===== src/rtl/alu_seq_pkg.sv =====
// alu_seq_pkg: shared encodings for the execute sequencer.
//   - FSM state encoding (also exported on the STATE debug port)
//   - 5-bit opcode values taken from INSTR[15:11]
//   - operation-class codes produced by alu_op_classify
//   - list of opcodes that update the carry flag in writeback
package alu_seq_pkg;

  typedef enum logic [2:0] {
    ST_FETCH = 3'd0,
    ST_EXEC  = 3'd1,
    ST_MULW  = 3'd2,
    ST_MEMW  = 3'd3,
    ST_WB    = 3'd4
  } state_e;

  localparam logic [4:0] OP_ADR  = 5'b00001;
  localparam logic [4:0] OP_ADM0 = 5'b00010;
  localparam logic [4:0] OP_ADM1 = 5'b00011;
  localparam logic [4:0] OP_ADI  = 5'b00100;
  localparam logic [4:0] OP_SBR  = 5'b00101;
  localparam logic [4:0] OP_SBM0 = 5'b00110;
  localparam logic [4:0] OP_SBM1 = 5'b00111;
  localparam logic [4:0] OP_SBI  = 5'b01000;
  localparam logic [4:0] OP_MLR  = 5'b01001;
  localparam logic [4:0] OP_XSL  = 5'b01010;
  localparam logic [4:0] OP_XSR  = 5'b01011;
  localparam logic [4:0] OP_BBO  = 5'b01100;
  localparam logic [4:0] OP_STK  = 5'b01101;
  localparam logic [4:0] OP_LDR  = 5'b01110;
  localparam logic [4:0] OP_STI  = 5'b01111;
  localparam logic [4:0] OP_JMR  = 5'b11100;

  localparam logic [2:0] CLS_NOP = 3'd0;
  localparam logic [2:0] CLS_ALU = 3'd1;
  localparam logic [2:0] CLS_MUL = 3'd2;
  localparam logic [2:0] CLS_MEM = 3'd3;
  localparam logic [2:0] CLS_JMP = 3'd4;

  // Opcodes whose writeback replaces CARRY with the ALU carry-out.
  // bbo, stk and ldr are deliberately absent: they preserve the flag.
  localparam int N_CARRY_WR = 11;
  localparam logic [4:0] CARRY_WR_OPS [N_CARRY_WR] = '{
    OP_ADR, OP_ADM0, OP_ADM1, OP_ADI, OP_SBR, OP_SBM0,
    OP_SBM1, OP_SBI, OP_MLR, OP_XSL, OP_XSR
  };

  function automatic logic is_carry_writer(input logic [4:0] op);
    logic hit;
    hit = 1'b0;
    for (int i = 0; i < N_CARRY_WR; i++) begin
      if (op == CARRY_WR_OPS[i]) hit = 1'b1;
    end
    return hit;
  endfunction

endpackage


===== src/rtl/alu_op_classify.sv =====
// alu_op_classify: combinational opcode decode for the execute sequencer.
// Ports:
//   op_i        opcode, INSTR[15:11]
//   bit6_i      INSTR[6], selects push (1) vs pop (0) for stk
//   cls_o       operation class (CLS_* from alu_seq_pkg)
//   mem_we_o    memory access is a write (sti, or stk push)
//   carry_wr_o  writeback updates the carry flag
module alu_op_classify
  import alu_seq_pkg::*;
(
  input  logic [4:0] op_i,
  input  logic       bit6_i,
  output logic [2:0] cls_o,
  output logic       mem_we_o,
  output logic       carry_wr_o
);

  always_comb begin
    cls_o      = CLS_NOP;
    mem_we_o   = 1'b0;
    carry_wr_o = is_carry_writer(op_i);
    case (op_i)
      OP_ADR, OP_ADM0, OP_ADM1, OP_ADI, OP_SBR, OP_SBM0,
      OP_SBM1, OP_SBI, OP_XSL, OP_XSR, OP_BBO: cls_o = CLS_ALU;
      OP_MLR: cls_o = CLS_MUL;
      OP_STK: begin
        cls_o    = CLS_MEM;
        mem_we_o = bit6_i;
      end
      OP_LDR: cls_o = CLS_MEM;
      OP_STI: begin
        cls_o    = CLS_MEM;
        mem_we_o = 1'b1;
      end
      OP_JMR: cls_o = CLS_JMP;
      default: cls_o = CLS_NOP;
    endcase
  end

endmodule


===== src/rtl/alu_exec_sequencer.sv =====
// alu_exec_sequencer: multi-cycle execute controller for the 16-bit core.
// Accepts instructions over a valid/ready handshake, holds them in the
// instruction register, sequences execute / multiply-wait / memory-wait /
// writeback and owns the carry flag.
// Ports:
//   CLK, nRESET            clock, async active-low reset
//   INSTR_VALID/IN/READY   fetch handshake and instruction word
//   INSTR                  instruction register to the ALU decoder
//   ALU_COUT, CARRY        carry-out sample and carry flag register
//   MEM_REQ/MEM_WE/MEM_ACK data memory handshake
//   REG_WE, PC_LOAD        register-file write and PC-load strobes
//   BUSY, STATE            status / debug
//
// state | meaning
// FETCH | idle, INSTR_READY high, waiting for INSTR_VALID
// EXEC  | one cycle, dispatch on op class (PC_LOAD for jmr)
// MULW  | multiply dwell, MULT_CYCLES cycles
// MEMW  | MEM_REQ held until MEM_ACK
// WB    | REG_WE for one cycle, carry update on exit
module alu_exec_sequencer
  import alu_seq_pkg::*;
#(
  parameter int MULT_CYCLES = 4,
  parameter int CNT_W       = 4
) (
  input  logic        CLK,
  input  logic        nRESET,
  input  logic        INSTR_VALID,
  input  logic [15:0] INSTR_IN,
  output logic        INSTR_READY,
  output logic [15:0] INSTR,
  input  logic        ALU_COUT,
  output logic        CARRY,
  output logic        MEM_REQ,
  output logic        MEM_WE,
  input  logic        MEM_ACK,
  output logic        REG_WE,
  output logic        PC_LOAD,
  output logic        BUSY,
  output logic [2:0]  STATE
);

  state_e           state_q;
  logic [15:0]      instr_q;
  logic             carry_q;
  logic [CNT_W-1:0] cnt_q;

  logic [2:0] cls;
  logic       op_mem_we;
  logic       op_carry_wr;

  alu_op_classify u_classify (
    .op_i       (instr_q[15:11]),
    .bit6_i     (instr_q[6]),
    .cls_o      (cls),
    .mem_we_o   (op_mem_we),
    .carry_wr_o (op_carry_wr)
  );

  always_ff @(posedge CLK or negedge nRESET) begin
    if (!nRESET) begin
      state_q <= ST_FETCH;
      instr_q <= 16'h0000;
      carry_q <= 1'b0;
      cnt_q   <= '0;
    end else begin
      case (state_q)
        ST_FETCH: begin
          if (INSTR_VALID) begin
            instr_q <= INSTR_IN;
            state_q <= ST_EXEC;
          end
        end
        ST_EXEC: begin
          case (cls)
            CLS_ALU: state_q <= ST_WB;
            CLS_MUL: begin
              // Counting down to zero inclusive gives MULT_CYCLES cycles in MULW.
              cnt_q   <= CNT_W'(MULT_CYCLES - 1);
              state_q <= ST_MULW;
            end
            CLS_MEM: state_q <= ST_MEMW;
            default: state_q <= ST_FETCH;
          endcase
        end
        ST_MULW: begin
          if (cnt_q == '0) state_q <= ST_WB;
          else             cnt_q   <= cnt_q - CNT_W'(1);
        end
        ST_MEMW: begin
          if (MEM_ACK) begin
            // sti has nothing to write back; ldr and stk update a register.
            if (instr_q[15:11] == OP_STI) state_q <= ST_FETCH;
            else                          state_q <= ST_WB;
          end
        end
        ST_WB: begin
          if (op_carry_wr) carry_q <= ALU_COUT;
          state_q <= ST_FETCH;
        end
        default: state_q <= ST_FETCH;
      endcase
    end
  end

  // Strobes decode only from registered state, so an async reset of state_q
  // removes them immediately.
  assign INSTR_READY = (state_q == ST_FETCH);
  assign BUSY        = (state_q != ST_FETCH);
  assign MEM_REQ     = (state_q == ST_MEMW);
  assign MEM_WE      = MEM_REQ & op_mem_we;
  assign REG_WE      = (state_q == ST_WB);
  assign PC_LOAD     = (state_q == ST_EXEC) && (cls == CLS_JMP);
  assign INSTR       = instr_q;
  assign CARRY       = carry_q;
  assign STATE       = state_q;

endmodule


===== config.mk =====
export PLATFORM = sky130hd
export DESIGN_NAME = alu_exec_sequencer
export DESIGN_NICKNAME = d
export VERILOG_FILES = /design/src/rtl/alu_seq_pkg.sv /design/src/rtl/alu_op_classify.sv /design/src/rtl/alu_exec_sequencer.sv
export SDC_FILE = /design/constraint.sdc
export NUM_CORES = 1
export LEC_CHECK = 0
export ABC_AREA = 1
export CAP_MARGIN = 5
export CORE_MARGIN = 1
export CORE_UTILIZATION = 69
export CTS_BUF_LIST = sky130_fd_sc_hd__clkbuf_2
export CTS_CLUSTER_SIZE = 40
export DETAILED_ROUTE_END_ITERATION = 8
export DONT_BUFFER_PORTS = 1
export GPL_TIMING_DRIVEN = 0
export PLACE_DENSITY_LB_ADDON = 0.3
export SETUP_SLACK_MARGIN = 0.4
export SLEW_MARGIN = 30
export SYNTH_ARGS = -nofsm -noshare
export SYNTH_HDL_FRONTEND = slang
export SYNTH_SLANG_ARGS = --single-unit

===== constraint.sdc =====
create_clock -name CLK -period 2.4 [get_ports CLK]
set_clock_uncertainty 0.05 [all_clocks]
set_input_delay 0.48 -clock CLK [delete_from_list [all_inputs] [get_ports CLK]]
set_output_delay 0.48 -clock CLK [all_outputs]
set_load 0.01 [all_outputs]

==> flow_summary.html <==
<table>
<tr><th>Metric</th><th>Value</th></tr>
<tr><th colspan="2">Floorplan</th></tr>
<tr><td>Area inside the core boundary</td><td>about 1700 sq um</td></tr>
<tr><td>Effective utilization at floorplan</td><td>0.739</td></tr>
<tr><td>Die width</td><td>45.2 um</td></tr>
<tr><td>IO Pins</td><td>47</td></tr>
<tr><td>Count of standard-cell rows</td><td>15</td></tr>
<tr><td>Die outline height</td><td>~45 um</td></tr>
<tr><td>Floorplan die area</td><td>a little over 2000 sq um</td></tr>
<tr><th colspan="2">Placement</th></tr>
<tr><td>Number of input and output port buffers inserted</td><td>0</td></tr>
<tr><td>Post-placement cell count</td><td>190</td></tr>
<tr><td>Post-detailed-placement half-perimeter wirelength</td><td>about 1900 um</td></tr>
<tr><td>Routability Congestion</td><td>~0.8</td></tr>
<tr><td>Minimum setup slack after placement</td><td>approximately 0.7 ns</td></tr>
<tr><th colspan="2">Synthesis</th></tr>
<tr><td>Sequential-to-total area share from yosys stat</td><td>0.466</td></tr>
<tr><td>Net count after synthesis</td><td>about 190</td></tr>
<tr><td>Top-count cell post-synth</td><td>nand2_1</td></tr>
<tr><td>Most common flop cell mapped by yosys</td><td>dfrtp_1</td></tr>
<tr><td>Number of synthesized flops with an enable pin</td><td>0</td></tr>
<tr><td>Post-synth ARST share</td><td>1.00</td></tr>
<tr><td>Share of the synthesized area in the top cell type</td><td>0.466</td></tr>
<tr><td>Leading post-synthesis cells by cell area</td><td>dfrtp_1 47%, nand2_1 15%, nand3_1 8.9%, nor2_1 3.8%, inv_1 3.5%</td></tr>
<tr><td>Post-Syn Instances</td><td>between 150 and 200</td></tr>
<tr><td>Synthesis-stage register bit count</td><td>24</td></tr>
<tr><td>Mapped Area</td><td>between 1000 and 1500 sq um</td></tr>
<tr><td>Cell types with the highest counts after synthesis</td><td>53 x nand2_1, 24 x dfrtp_1, 23 x nand3_1, 13 x nor2_1, 12 x inv_1</td></tr>
<tr><td>Synthesized area per cell</td><td>7.82 sq um</td></tr>
<tr><td>Distinct cell type count after synthesis</td><td>24</td></tr>
<tr><td>Library cell with the largest summed area after synthesis</td><td>dfrtp_1</td></tr>
<tr><td>Warning count from the yosys run</td><td>0</td></tr>
<tr><th colspan="2">Timing</th></tr>
<tr><td>Setup violations, final</td><td>0</td></tr>
<tr><td>Slew margin rel.</td><td>0.627</td></tr>
<tr><td>Share of the cycle needed by the critical path after routing</td><td>0.810</td></tr>
<tr><td>Unrepaired setup endpoints after global routing</td><td>true</td></tr>
<tr><td>Max Freq</td><td>between 500 and 600 MHz</td></tr>
<tr><td>Number of pins exceeding their max-slew limit in the final report</td><td>0</td></tr>
<tr><td>Total negative setup slack</td><td>0 ns</td></tr>
<tr><td>Min Clock Period, post-route</td><td>just under 2 ns</td></tr>
<tr><td>Final WS setup</td><td>approximately 0.46 ns</td></tr>
<tr><td>Worst-Margin Slew</td><td>0.555 ns</td></tr>
<tr><td>Hold Violations, Final</td><td>0</td></tr>
<tr><th colspan="2">Setup path</th></tr>
<tr><td>Stage delay of the slowest cell on the critical path</td><td>approximately 0.52 ns</td></tr>
<tr><td>Critical path data required time</td><td>1.87 ns</td></tr>
<tr><td>Crit. End Element</td><td>primary output</td></tr>
<tr><td>FF-to-FF Start</td><td>INSTR[11]</td></tr>
<tr><td>R2R Setup Slk</td><td>0.90 ns</td></tr>
<tr><td>Data arrival time at the worst-slack endpoint</td><td>1.41 ns</td></tr>
<tr><td>Type of the worst setup path</td><td>reg2out</td></tr>
<tr><td>Nature of the critical path startpoint</td><td>flop</td></tr>
<tr><td>Number of cells on the worst reg-to-reg path</td><td>7</td></tr>
<tr><td>Highest fanout seen on the critical path</td><td>5</td></tr>
<tr><td>Worst R2R End</td><td>cnt_q[3]</td></tr>
<tr><td>Master of the slowest instance on the critical path</td><td>dfrtp_2</td></tr>
<tr><td>Cells along the critical path</td><td>inv_1, o2111ai_2, nor3_2</td></tr>
<tr><th colspan="2">GRT</th></tr>
<tr><td>Wire length of the first global-routing pass</td><td>4160 um</td></tr>
<tr><td>Initial antenna violation count</td><td>0</td></tr>
<tr><td>Global routing usage summed across all routing layers</td><td>0.284</td></tr>
<tr><td>Largest net degree at the start of global routing</td><td>25</td></tr>
<tr><td>Vias in the first global route</td><td>approximately 1000</td></tr>
<tr><td>Residual overflow from global routing</td><td>0</td></tr>
<tr><th colspan="2">Pwr</th></tr>
<tr><td>Worst-case vdd ir drop</td><td>a little over 0.9 mV</td></tr>
<tr><td>Standby leakage power</td><td>roughly 0.71 nW</td></tr>
<tr><td>Power per cell area</td><td>around 1400 nW/um^2</td></tr>
<tr><th colspan="2">Detailed routing</th></tr>
<tr><td>Post-detailed-route via-to-cell ratio</td><td>around 5.6</td></tr>
<tr><td>Count of vias placed by the detailed router</td><td>1097</td></tr>
<tr><td>DRC violations left</td><td>0</td></tr>
<tr><td>First drt pass iteration count</td><td>4</td></tr>
<tr><td>Routed wire length</td><td>2650 um</td></tr>
<tr><td>Average wire per cell in the routed design</td><td>roughly 14 um</td></tr>
<tr><td>Iteration-0 DRC Markers</td><td>31</td></tr>
<tr><td>Count of nets left with antenna violations after detail routing</td><td>0</td></tr>
<tr><th colspan="2">Clocking</th></tr>
<tr><td>CTS H-tree lvls</td><td>1</td></tr>
<tr><td>Inserted Clock Buffers</td><td>3</td></tr>
<tr><td>Max Root-Sink Buffers</td><td>2</td></tr>
<tr><td>Number of clock sinks</td><td>24</td></tr>
<tr><td>Clock tree from TritonCTS</td><td>yes</td></tr>
<tr><td>Clock latency reported for the late side of the worst-skew pair</td><td>around 0.33 ns</td></tr>
<tr><td>Root buffer cell</td><td>clkbuf_2</td></tr>
<tr><td>Clock transition time at the flip-flop clock pins of the worst setup and hold paths</td><td>approximately 0.22 ns</td></tr>
<tr><th colspan="2">Final layout</th></tr>
<tr><td>Post-route insts no fill</td><td>~200</td></tr>
<tr><td>Number of fill cells</td><td>about 120</td></tr>
<tr><td>Net total in the final layout</td><td>just under 200</td></tr>
<tr><td>Final Core Density</td><td>0.804</td></tr>
<tr><td>Ratio of cells with drive above 1 in the final layout</td><td>0.205</td></tr>
<tr><td>Antenna diode count</td><td>0</td></tr>
<tr><td>Area growth syn-to-layout</td><td>8.83%</td></tr>
<tr><th colspan="2">Min path</th></tr>
<tr><td>Class of the tightest hold or removal check</td><td>in2async</td></tr>
<tr><th colspan="2">Run status</th></tr>
<tr><td>Run status</td><td>complete, no violations</td></tr>
<tr><th colspan="2">Run</th></tr>
<tr><td>Total of max-cap violations</td><td>0</td></tr>
</table>
## registers in the layout, indices dropped and copies added, names as in the netlist
signal,count
INSTR,16
STATE,3
CARRY,1
cnt_q,4
## layout make-up
| class | instances | area (sq um) | area share |
|---|---|---|---|
| inverter | 16 | 60.1 | 0.0428 |
| buffer | 6 | 48.8 | 0.0348 |
| tap | 25 | 31.3 | 0.0223 |
| clock inverter | 1 | 30.0 | 0.0214 |
| sequential | 24 | 606 | 0.431 |
| timing repair buffer | 2 | 12.5 | 0.00891 |
| multi-input combinational | 119 | 601 | 0.428 |
| clock buffer | 3 | 15.0 | 0.0107 |
## worst max-delay path: cells and delay by family, from the launching register on
family                 cells  cell delay [ns]
AOI/OAI and AO/OA          1             0.17
buffers and inverters      1             0.18
DFF                        1             0.52
and+or+nand+nor            1             0.21
## report_power, final
group	internal, mW	switching [mW]	total, mW
Clock	0.144	0.120	0.264
Combinational	0.300	0.525	0.826
Sequential	0.587	0.262	0.849
Total	1.03	0.908	1.94
## cell families after synthesis
family                   Yosys count  share of synthesized area
AND/OR/NAND/NOR                  104                      0.364
flip-flops                        24                      0.466
buffers and inverters             22                     0.0776
AO/OA/AOI/OAI                     12                     0.0669
adder cells (fa/ha/maj)            2                     0.0194
XOR/XNOR                           1                    0.00679
## worst max path at each step
stage,startpoint,end,slack [ns],depth (start not counted)
2_1_floorplan,INSTR[14],MEM_WE,0.82,5
3_3_place_gp,INSTR[14],MEM_WE,0.72,5
3_5_place_dp,INSTR[14],MEM_WE,0.68,5
4_1_cts,STATE[2],INSTR_READY,0.41,4
5_1_grt,INSTR[14],MEM_WE,0.39,5
6_report,INSTR[15],MEM_WE,0.46,3
## per-stage QoR
stage / hold WS, ns / cell area, sq um / power (mW)
after global placement: 0.135 / 1320 / 1.56
after floorplan: 0.134 / 1290 / 1.44
after detailed placement: 0.135 / 1320 / 1.60
after global routing: 0.0523 / 1400 / 2.08
final: 0.0256 / 1400 / 1.94
after CTS: 0.195 / 1410 / 1.92
## placed cells by master (no fill, tap or decap), drive strengths merged, types with 2 or more instances in the layout
cell type,count
a21oi,7
dfrtp,24
nor3,2
nand2,57
ha,2
clkbuf,4
nor2,20
nand4,2
o211ai,2
nand3,23
buf,7
inv,16
## per-layer routing
metal / global-route usage / up-vias / share of wire
met1: 0.365 / 491 / 0.40
met3: 0.0480 / 8 / 0.085
met4: 0.127 / 0 / 0.020
met5: 0 / - / 0
met2: 0.470 / 62 / 0.49
li1: - / 536 / -
## timing repair
| action | CTS | global route |
|---|---|---|
| hold endpoints to repair | 24 | 0 |
| pin swaps | 1 | 1 |
| gates resized for setup | 8 | 3 |
| hold buffers | 1 | 0 |
| setup buffers | 1 | 0 |
| endpoints found under the setup margin | 2 | 3 |
Note: power is estimated with default switching activity, not from simulation.
